File: src/rtl/rf_pkg.sv
// Shared constants and helpers for the multi-port register file.
package rf_pkg;

    localparam int unsigned DefDataW   = 32;
    localparam int unsigned DefNumRegs = 32;
    localparam int unsigned RegZero    = 0;

    function automatic int unsigned addr_w(input int unsigned num_regs);
        return (num_regs > 1) ? $clog2(num_regs) : 1;
    endfunction

endpackage

File: src/rtl/rf_scoreboard.sv
// Per-register busy tracking for multi-cycle producers; a new issue overrides a
// completing write to the same register.
module rf_scoreboard
    import rf_pkg::*;
#(
    parameter int unsigned NumRegs = DefNumRegs,
    parameter int unsigned NumRd   = 2,
    parameter int unsigned NumWr   = 2,
    parameter int unsigned ZeroReg = 1,
    parameter int unsigned Aw      = addr_w(NumRegs)
) (
    input  logic                  clk_i,
    input  logic                  rst_ni,
    input  logic [NumWr-1:0]      wr_en_i,
    input  logic [NumWr*Aw-1:0]   wr_addr_i,
    input  logic                  busy_set_i,
    input  logic [Aw-1:0]         busy_addr_i,
    input  logic [NumRd*Aw-1:0]   rd_addr_i,
    input  logic [NumRd-1:0]      rd_fwd_i,
    output logic [NumRd-1:0]      rd_busy_o,
    output logic                  busy_any_o
);

    logic [NumRegs-1:0] busy_q, busy_d;

    always_comb begin
        busy_d = busy_q;
        for (int unsigned w = 0; w < NumWr; w++) begin
            if (wr_en_i[w]) begin
                busy_d[wr_addr_i[w*Aw +: Aw]] = 1'b0;
            end
        end
        // Set is applied last so it wins over a same-cycle clear.
        if (busy_set_i && !(ZeroReg != 0 && busy_addr_i == Aw'(RegZero))) begin
            busy_d[busy_addr_i] = 1'b1;
        end
    end

    always_ff @(posedge clk_i or negedge rst_ni) begin
        if (!rst_ni) begin
            busy_q <= '0;
        end else begin
            busy_q <= busy_d;
        end
    end

    always_comb begin
        rd_busy_o = '0;
        for (int unsigned p = 0; p < NumRd; p++) begin
            rd_busy_o[p] = busy_q[rd_addr_i[p*Aw +: Aw]] & ~rd_fwd_i[p];
        end
    end

    assign busy_any_o = |busy_q;

endmodule

File: src/rtl/reg_file_mp.sv
// Parametrised multi-port register file with zero register, write-to-read bypass,
// optional registered read and a busy scoreboard.
module reg_file_mp
    import rf_pkg::*;
#(
    parameter int unsigned DATA_W   = DefDataW,
    parameter int unsigned NUM_REGS = DefNumRegs,
    parameter int unsigned NUM_RD   = 2,
    parameter int unsigned NUM_WR   = 2,
    parameter int unsigned ZERO_REG = 1,
    parameter int unsigned BYPASS   = 1,
    parameter int unsigned READ_LAT = 0,
    localparam int unsigned AW      = addr_w(NUM_REGS)
) (
    input  logic                       clk,
    input  logic                       reset_n,
    input  logic [NUM_RD*AW-1:0]       rd_addr,
    output logic [NUM_RD*DATA_W-1:0]   rd_data,
    output logic [NUM_RD-1:0]          rd_busy,
    input  logic [NUM_WR-1:0]          wr_en,
    input  logic [NUM_WR*AW-1:0]       wr_addr,
    input  logic [NUM_WR*DATA_W-1:0]   wr_data,
    input  logic                       busy_set,
    input  logic [AW-1:0]              busy_addr,
    output logic                       busy_any
);

    logic [DATA_W-1:0]        mem_q [NUM_REGS];
    logic [DATA_W-1:0]        mem_d [NUM_REGS];
    logic [NUM_WR-1:0]        wr_ok;
    logic [NUM_RD-1:0]        rd_fwd;
    logic [NUM_RD*DATA_W-1:0] rd_val;

    always_comb begin
        wr_ok = '0;
        for (int unsigned w = 0; w < NUM_WR; w++) begin
            wr_ok[w] = wr_en[w] &&
                       !(ZERO_REG != 0 && wr_addr[w*AW +: AW] == AW'(RegZero));
        end
    end

    // Later ports overwrite earlier ones, giving the higher index priority.
    always_comb begin
        mem_d = mem_q;
        for (int unsigned w = 0; w < NUM_WR; w++) begin
            if (wr_ok[w]) begin
                mem_d[wr_addr[w*AW +: AW]] = wr_data[w*DATA_W +: DATA_W];
            end
        end
    end

    always_ff @(posedge clk or negedge reset_n) begin
        if (!reset_n) begin
            for (int unsigned i = 0; i < NUM_REGS; i++) begin
                mem_q[i] <= '0;
            end
        end else begin
            mem_q <= mem_d;
        end
    end

    always_comb begin
        rd_fwd = '0;
        rd_val = '0;
        for (int unsigned p = 0; p < NUM_RD; p++) begin
            if (!(ZERO_REG != 0 && rd_addr[p*AW +: AW] == AW'(RegZero))) begin
                rd_val[p*DATA_W +: DATA_W] = mem_q[rd_addr[p*AW +: AW]];
                for (int unsigned w = 0; w < NUM_WR; w++) begin
                    if (BYPASS != 0 && wr_ok[w] &&
                        wr_addr[w*AW +: AW] == rd_addr[p*AW +: AW]) begin
                        rd_fwd[p]                  = 1'b1;
                        rd_val[p*DATA_W +: DATA_W] = wr_data[w*DATA_W +: DATA_W];
                    end
                end
            end
        end
    end

    if (READ_LAT != 0) begin : g_rd_reg
        logic [NUM_RD*DATA_W-1:0] rd_q;

        always_ff @(posedge clk or negedge reset_n) begin
            if (!reset_n) begin
                rd_q <= '0;
            end else begin
                rd_q <= rd_val;
            end
        end

        assign rd_data = rd_q;
    end else begin : g_rd_comb
        // Bypassed write data must not leak out while reset is held.
        assign rd_data = reset_n ? rd_val : '0;
    end

    rf_scoreboard #(
        .NumRegs (NUM_REGS),
        .NumRd   (NUM_RD),
        .NumWr   (NUM_WR),
        .ZeroReg (ZERO_REG),
        .Aw      (AW)
    ) u_scoreboard (
        .clk_i       (clk),
        .rst_ni      (reset_n),
        .wr_en_i     (wr_en),
        .wr_addr_i   (wr_addr),
        .busy_set_i  (busy_set),
        .busy_addr_i (busy_addr),
        .rd_addr_i   (rd_addr),
        .rd_fwd_i    (rd_fwd),
        .rd_busy_o   (rd_busy),
        .busy_any_o  (busy_any)
    );

endmodule

File: config.mk
export PLATFORM = sky130hd
export DESIGN_NAME = reg_file_mp
export DESIGN_NICKNAME = d
export VERILOG_FILES = /design/src/rtl/rf_pkg.sv /design/src/rtl/rf_scoreboard.sv /design/src/rtl/reg_file_mp.sv
export SDC_FILE = /design/constraint.sdc
export NUM_CORES = 2
export LEC_CHECK = 0
export ABC_AREA = 1
export ABC_CLOCK_PERIOD_IN_PS = 3200
export CAP_MARGIN = 25
export CELL_PAD_IN_SITES_DETAIL_PLACEMENT = 2
export CELL_PAD_IN_SITES_GLOBAL_PLACEMENT = 2
export CORE_MARGIN = 4
export CORE_UTILIZATION = 39
export DETAILED_ROUTE_END_ITERATION = 8
export PLACE_DENSITY = 0.85
export SLEW_MARGIN = 30
export SYNTH_ARGS = -nofsm -noshare
export SYNTH_HDL_FRONTEND = slang
export SYNTH_HIERARCHICAL = 1
export SYNTH_SLANG_ARGS = --single-unit
File: constraint.sdc
create_clock -name clk -period 3.2 [get_ports clk]
set_input_delay 0.48 -clock clk [delete_from_list [all_inputs] [get_ports clk]]
set_output_delay 0.48 -clock clk [all_outputs]
set_load 0.02 [all_outputs]
==> run summary, run 1 <==
Largest net degree at the start of global routing - 148
Root Driver - clkbuf_16
Yosys cell types - 42
Sequential share of the synthesized area - 0.365
Async SR Flop Fraction - 1.00
Worst End Pin Type - top-level output
GR Overflow Total - 140
Mean Syn Cell Area - 6.58 um2
Worst EP post-GRT repair - rd_data[58]
Die Height - 439 um
Die X - 439 um
Starting density of the core - 0.394
Std cell rows - 157
CTS H-tree depth - 4
Placed Cells - 13300
Clock sinks - 1056
CTS Buffer Depth - 3
Failing step - 5_1_grt
Synth Area in Compound Gates - 0.199
Initial antenna violation count - 134
Run status - stopped before the end
Area post-placement - 81400 um2
Err - [ERROR GRT-0232] Routing congestion too high. Check the congestion heatmap in the GUI.
Adder and majority gate portion of the synthesized area - 0
Largest family of logic cells by synthesized area - simple AND/OR/NAND/NOR gates
Most used DFF post-synth - dfrtp_1
Post-synthesis xor/xnor area fraction - 0.00194
Place WS - -0.571 ns
Num ports - 161
Post-synthesis mux area share - 0
Number of synthesized flops with an enable pin - 0
All-Layer GR Usage - 0.828
Yosys warnings - 6
Hpwl dp - 315000 um
Total CTS buffers - 139
Cell Area, Synth - 72400 um2
Final estimated routing congestion in global placement - 0.954
Mapped Cells - 11000
Post-Syn Nets - 11100
PortBufs - 160
Post-Synth Simple-Gate Area - 0.310
FF+latch count, synth - 1056
through the flow:
stage	hold WS, ns	util
CTS	0.281	0.471
detailed placement	0.334	0.443
global placement	0.331	0.443
floorplan	0.184	-
kinds of logic after synthesis:
| logic type | Yosys count |
|---|---|
| xor gates and xnor gates | 16 |
| AOI/OAI and AO/OA | 2439 |
| buffers and inverters | 2311 |
| and+or+nand+nor | 5187 |
| DFF | 1056 |
cells in the mapped netlist, types with 73 or more instances:
cell type / n / share of area
nand2_1: 2918 / 0.15
nand3_1: 2025 / 0.14
o21ai_0: 1209 / 0.084
inv_1: 1187 / 0.062
dfrtp_1: 1056 / 0.36
clkbuf_1: 884 / 0.046
o211ai_1: 761 / 0.079
a21oi_1: 240 / 0.017
o22ai_1: 111 / 0.0096
buf_2: 102 / 0.0071
nor3_1: 95 / 0.0066
buf_1: 92 / 0.0048
o21ai_1: 73 / 0.0050
metal layers:
metal  GRT overflow  global-route usage
met1              5               0.828
met2             58               0.934
met3             11               0.735
met4             66               0.820
met5              0               0.515
what timing repair did:
item,CTS
hold buffers,2
resized for setup,181
pin swaps,9
endpoints found under the setup margin,67
hold endpoints to repair,45
buffers inserted,7
gates cloned,3
==> run 2: changes to the inputs <==
--- a/config.mk
+++ b/config.mk
@@ -8,12 +8,10 @@
 export ABC_AREA = 1
 export ABC_CLOCK_PERIOD_IN_PS = 3200
 export CAP_MARGIN = 25
-export CELL_PAD_IN_SITES_DETAIL_PLACEMENT = 2
-export CELL_PAD_IN_SITES_GLOBAL_PLACEMENT = 2
 export CORE_MARGIN = 4
-export CORE_UTILIZATION = 39
+export CORE_UTILIZATION = 30
 export DETAILED_ROUTE_END_ITERATION = 8
-export PLACE_DENSITY = 0.85
+export PLACE_DENSITY_LB_ADDON = 0.15
 export SLEW_MARGIN = 30
 export SYNTH_ARGS = -nofsm -noshare
 export SYNTH_HDL_FRONTEND = slang
==> run summary, run 2 <==
Post-Synth Simple-Gate Area - 0.310
Most frequent cells in the layout - 2888 x nand2_1, 2007 x nand3_1, 1204 x o21ai_0, 1177 x inv_1, 1056 x dfrtp_1
Hold WC Path Type - flip-flop to flip-flop
Rel. slew slack - 0.332
Largest net degree at the start of global routing - 141
Slew at the pin with the worst max-slew slack - 1.00 ns
Setup violations, final - 2
# nets final - 11100
Root Driver - clkbuf_16
Drt pass-1 iters - 9
Critical Path AT - 2.77 ns
Antenna Nets Post-Route - 0
Largest area contributor in the netlist - dfrtp_1
Final wirelength - 410000 um
Critical path launch point type - input pin
Clock sinks - 1056
Largest registers - mem_q: 1024 flops, u_scoreboard/busy_q: 32 flops
Commonest non-fill, non-tap cell in the layout - nand2_1
Crit-path max cell delay - 0.34 ns
Sequential share of the synthesized area - 0.365
Iter 0 DRT Violations - 11200
Most used DFF post-synth - dfrtp_1
Power per cell area - 586 nW/um2
Hold wc startpoint - mem_q[1022]$_DFF_PN0_
CTS Buffer Depth - 3
Biggest register - mem_q
Top cells by area, synth - dfrtp_1 36%, nand2_1 15%, nand3_1 14%, o21ai_0 8.4%, o211ai_1 7.9%
CP max FO - 23
Fin. Hold Viols - 0
All-Layer GR Usage - 0.317
Cell Area, Synth - 72400 um2
FF-to-FF setup slack - 2.21 ns
Critical path data required time - 2.72 ns
Hold EP - mem_q[1022]$_DFF_PN0_
Mean Syn Cell Area - 6.58 um2
Total CTS buffers - 144
Die Height - 499 um
Run status - finished with violations
Failing checks - negative setup slack
Starting density of the core - 0.301
Crit path max-delay family - buffers and inverters
CP endpoint kind - output pin
PortBufs - 160
Synth Area in Compound Gates - 0.199
Hpwl dp - 262000 um
Number of synthesized flops with an enable pin - 0
Average wire per standard cell - 28.7 um
Clock latency on the worst-skew pair - 0.82 ns
Growth of design area from synthesis to finish - 20.5%
FF+latch count, synth - 1056
Worst setup margin - -0.0490 ns
Vias per cell - 5.82
CTS H-tree depth - 4
Hold Path Depth - 0
Adder and majority gate portion of the synthesized area - 0
Tcrit/Tclk final - 1.02
R2R Path End - mem_q[316]$_DFF_PN0_
Die X - 499 um
Yosys cell types - 42
Clk slew on worst S/H paths - 0.06 ns
Async SR Flop Fraction - 1.00
Std cell rows - 180
Slowest stage cell, crit path - a21oi_1
Initial antenna violation count - 23
Global-route wire length before repair - 581000 um
Pins Over Slew Limit - 0
Final Critical Period - 3.25 ns
Fin util - 0.363
Peak VDD IR - 0.425 mV
P_leak - 41.3 nW
Place WS - -0.499 ns
Num ports - 161
Kind of critical path - input pin to output pin
Max cap viols - 0
CP Cell Sequence - buf_8 > clkinv_8 > buf_6 > buf_4 > nand2_1 > nand3_1 > nand3_1 > nand3_1 > nand3_1 > nand3_1 > a21oi_1 > buf_4
Largest register FFs - 1024
Yosys warnings - 6
CTS tree - yes
Cell with the most instances after synthesis - nand2_1
Ratio of cells with drive above 1 in the final layout - 0.108
Post-synthesis xor/xnor area fraction - 0.00194
RSZ-0062 raised after global routing - true
Critical path depth - 12
Top cells by count, synth - 2918 x nand2_1, 2025 x nand3_1, 1209 x o21ai_0
Drt drc - 0
Total number of vias - 83200
Worst reg2reg path depth - 4
GR Overflow Total - 0
Die footprint - 249000 um2
CP dominant cell by count - nand3_1
Number of global-route vias before repair - 77900
FF-to-FF Start - mem_q[316]$_DFF_PN0_
Share of the synthesized area in the top cell type - 0.365
Post-synthesis mux area share - 0
Core area - 240000 um2
Final setup skew - 0 ns
Largest family of logic cells by synthesized area - simple AND/OR/NAND/NOR gates
Mapped Cells - 11000
Final estimated routing congestion in global placement - 0.934
Post-Syn Nets - 11100
WP buf/inv - 5
Max Freq - 0.308 GHz
[run 2: cell type report]
| type | count | area, um2 |
|---|---|---|
| Fill cell | 25300 | 153000 |
| Multi-Input combinational cell | 7642 | 37500 |
| Sequential cell | 1056 | 26400 |
| Timing Repair Buffer | 921 | 9970 |
| Inverter | 1213 | 4640 |
| Clock buffer | 217 | 4340 |
| Tap cell | 3185 | 3990 |
| Clock inverter | 40 | 419 |
| Antenna cell | 7 | 17.5 |
[run 2: cell families (layout without fill, tap and decap cells)]
| logic type | Yosys count | count (layout) |
|---|---|---|
| XOR/XNOR | 16 | 16 |
| other | 0 | 7 |
| AO/OA/AOI/OAI | 2439 | 2439 |
| AND/OR/NAND/NOR | 5187 | 5187 |
| flip-flops | 1056 | 1056 |
| buffers and inverters | 2311 | 2391 |
[run 2: worst max-delay path by stage]
stage,from,endpoint,slack [ns]
3_3_place_gp,wr_addr[3],rd_data[12],-0.56
2_1_floorplan,wr_addr[8],rd_data[56],0.59
5_1_grt,wr_addr[4],rd_data[33],-0.01
3_5_place_dp,wr_addr[4],rd_data[12],-0.50
4_1_cts,wr_addr[8],rd_data[35],0.006
6_report,rd_addr[5],rd_data[61],-0.05
[run 2: repair_timing]
item | 4_1_cts | 5_1_grt
cloned | 0 | 2
resized for setup | 69 | 49
endpoints found under the hold margin | 69 | 0
endpoints found under the setup margin | 58 | 44
hold buffers | 1 | 0
buffers inserted | 4 | 1
pin swaps | 5 | 4
[run 2: per-stage QoR]
stage                     TNS [ns]  power [W]  cells  hold slack, ns  instance area, um2
after floorplan                  0     0.0288  11000           0.184               72400
after global placement      -11.45     0.0339  14000           0.366               82200
after detailed placement    -11.15     0.0342  14000           0.366               82200
after CTS                        0     0.0511  14300           0.327               87000
after global routing       -0.0219     0.0543  14300           0.383               87300
final                      -0.0545     0.0511  14300           0.378               87300
[run 2: layer usage]
layer / share of wire / GRT usage / up-vias
li1: - / - / 36600
met1: 0.41 / 0.429 / 40400
met2: 0.42 / 0.468 / 5139
met3: 0.11 / 0.0759 / 1030
met4: 0.061 / 0.165 / 4
met5: 0.00037 / 0.00405 / -
[run 2: report_power, final]
part	total (W)	internal [W]	leakage, nW	switching (W)
logic	0.0162	0.00585	26.8	0.0103
clock network	0.0168	0.00989	2.34	0.00687
registers	0.0182	0.0168	12.2	0.00142
total	0.0511	0.0325	41.3	0.0186
Power figures use the tool's default switching activity.
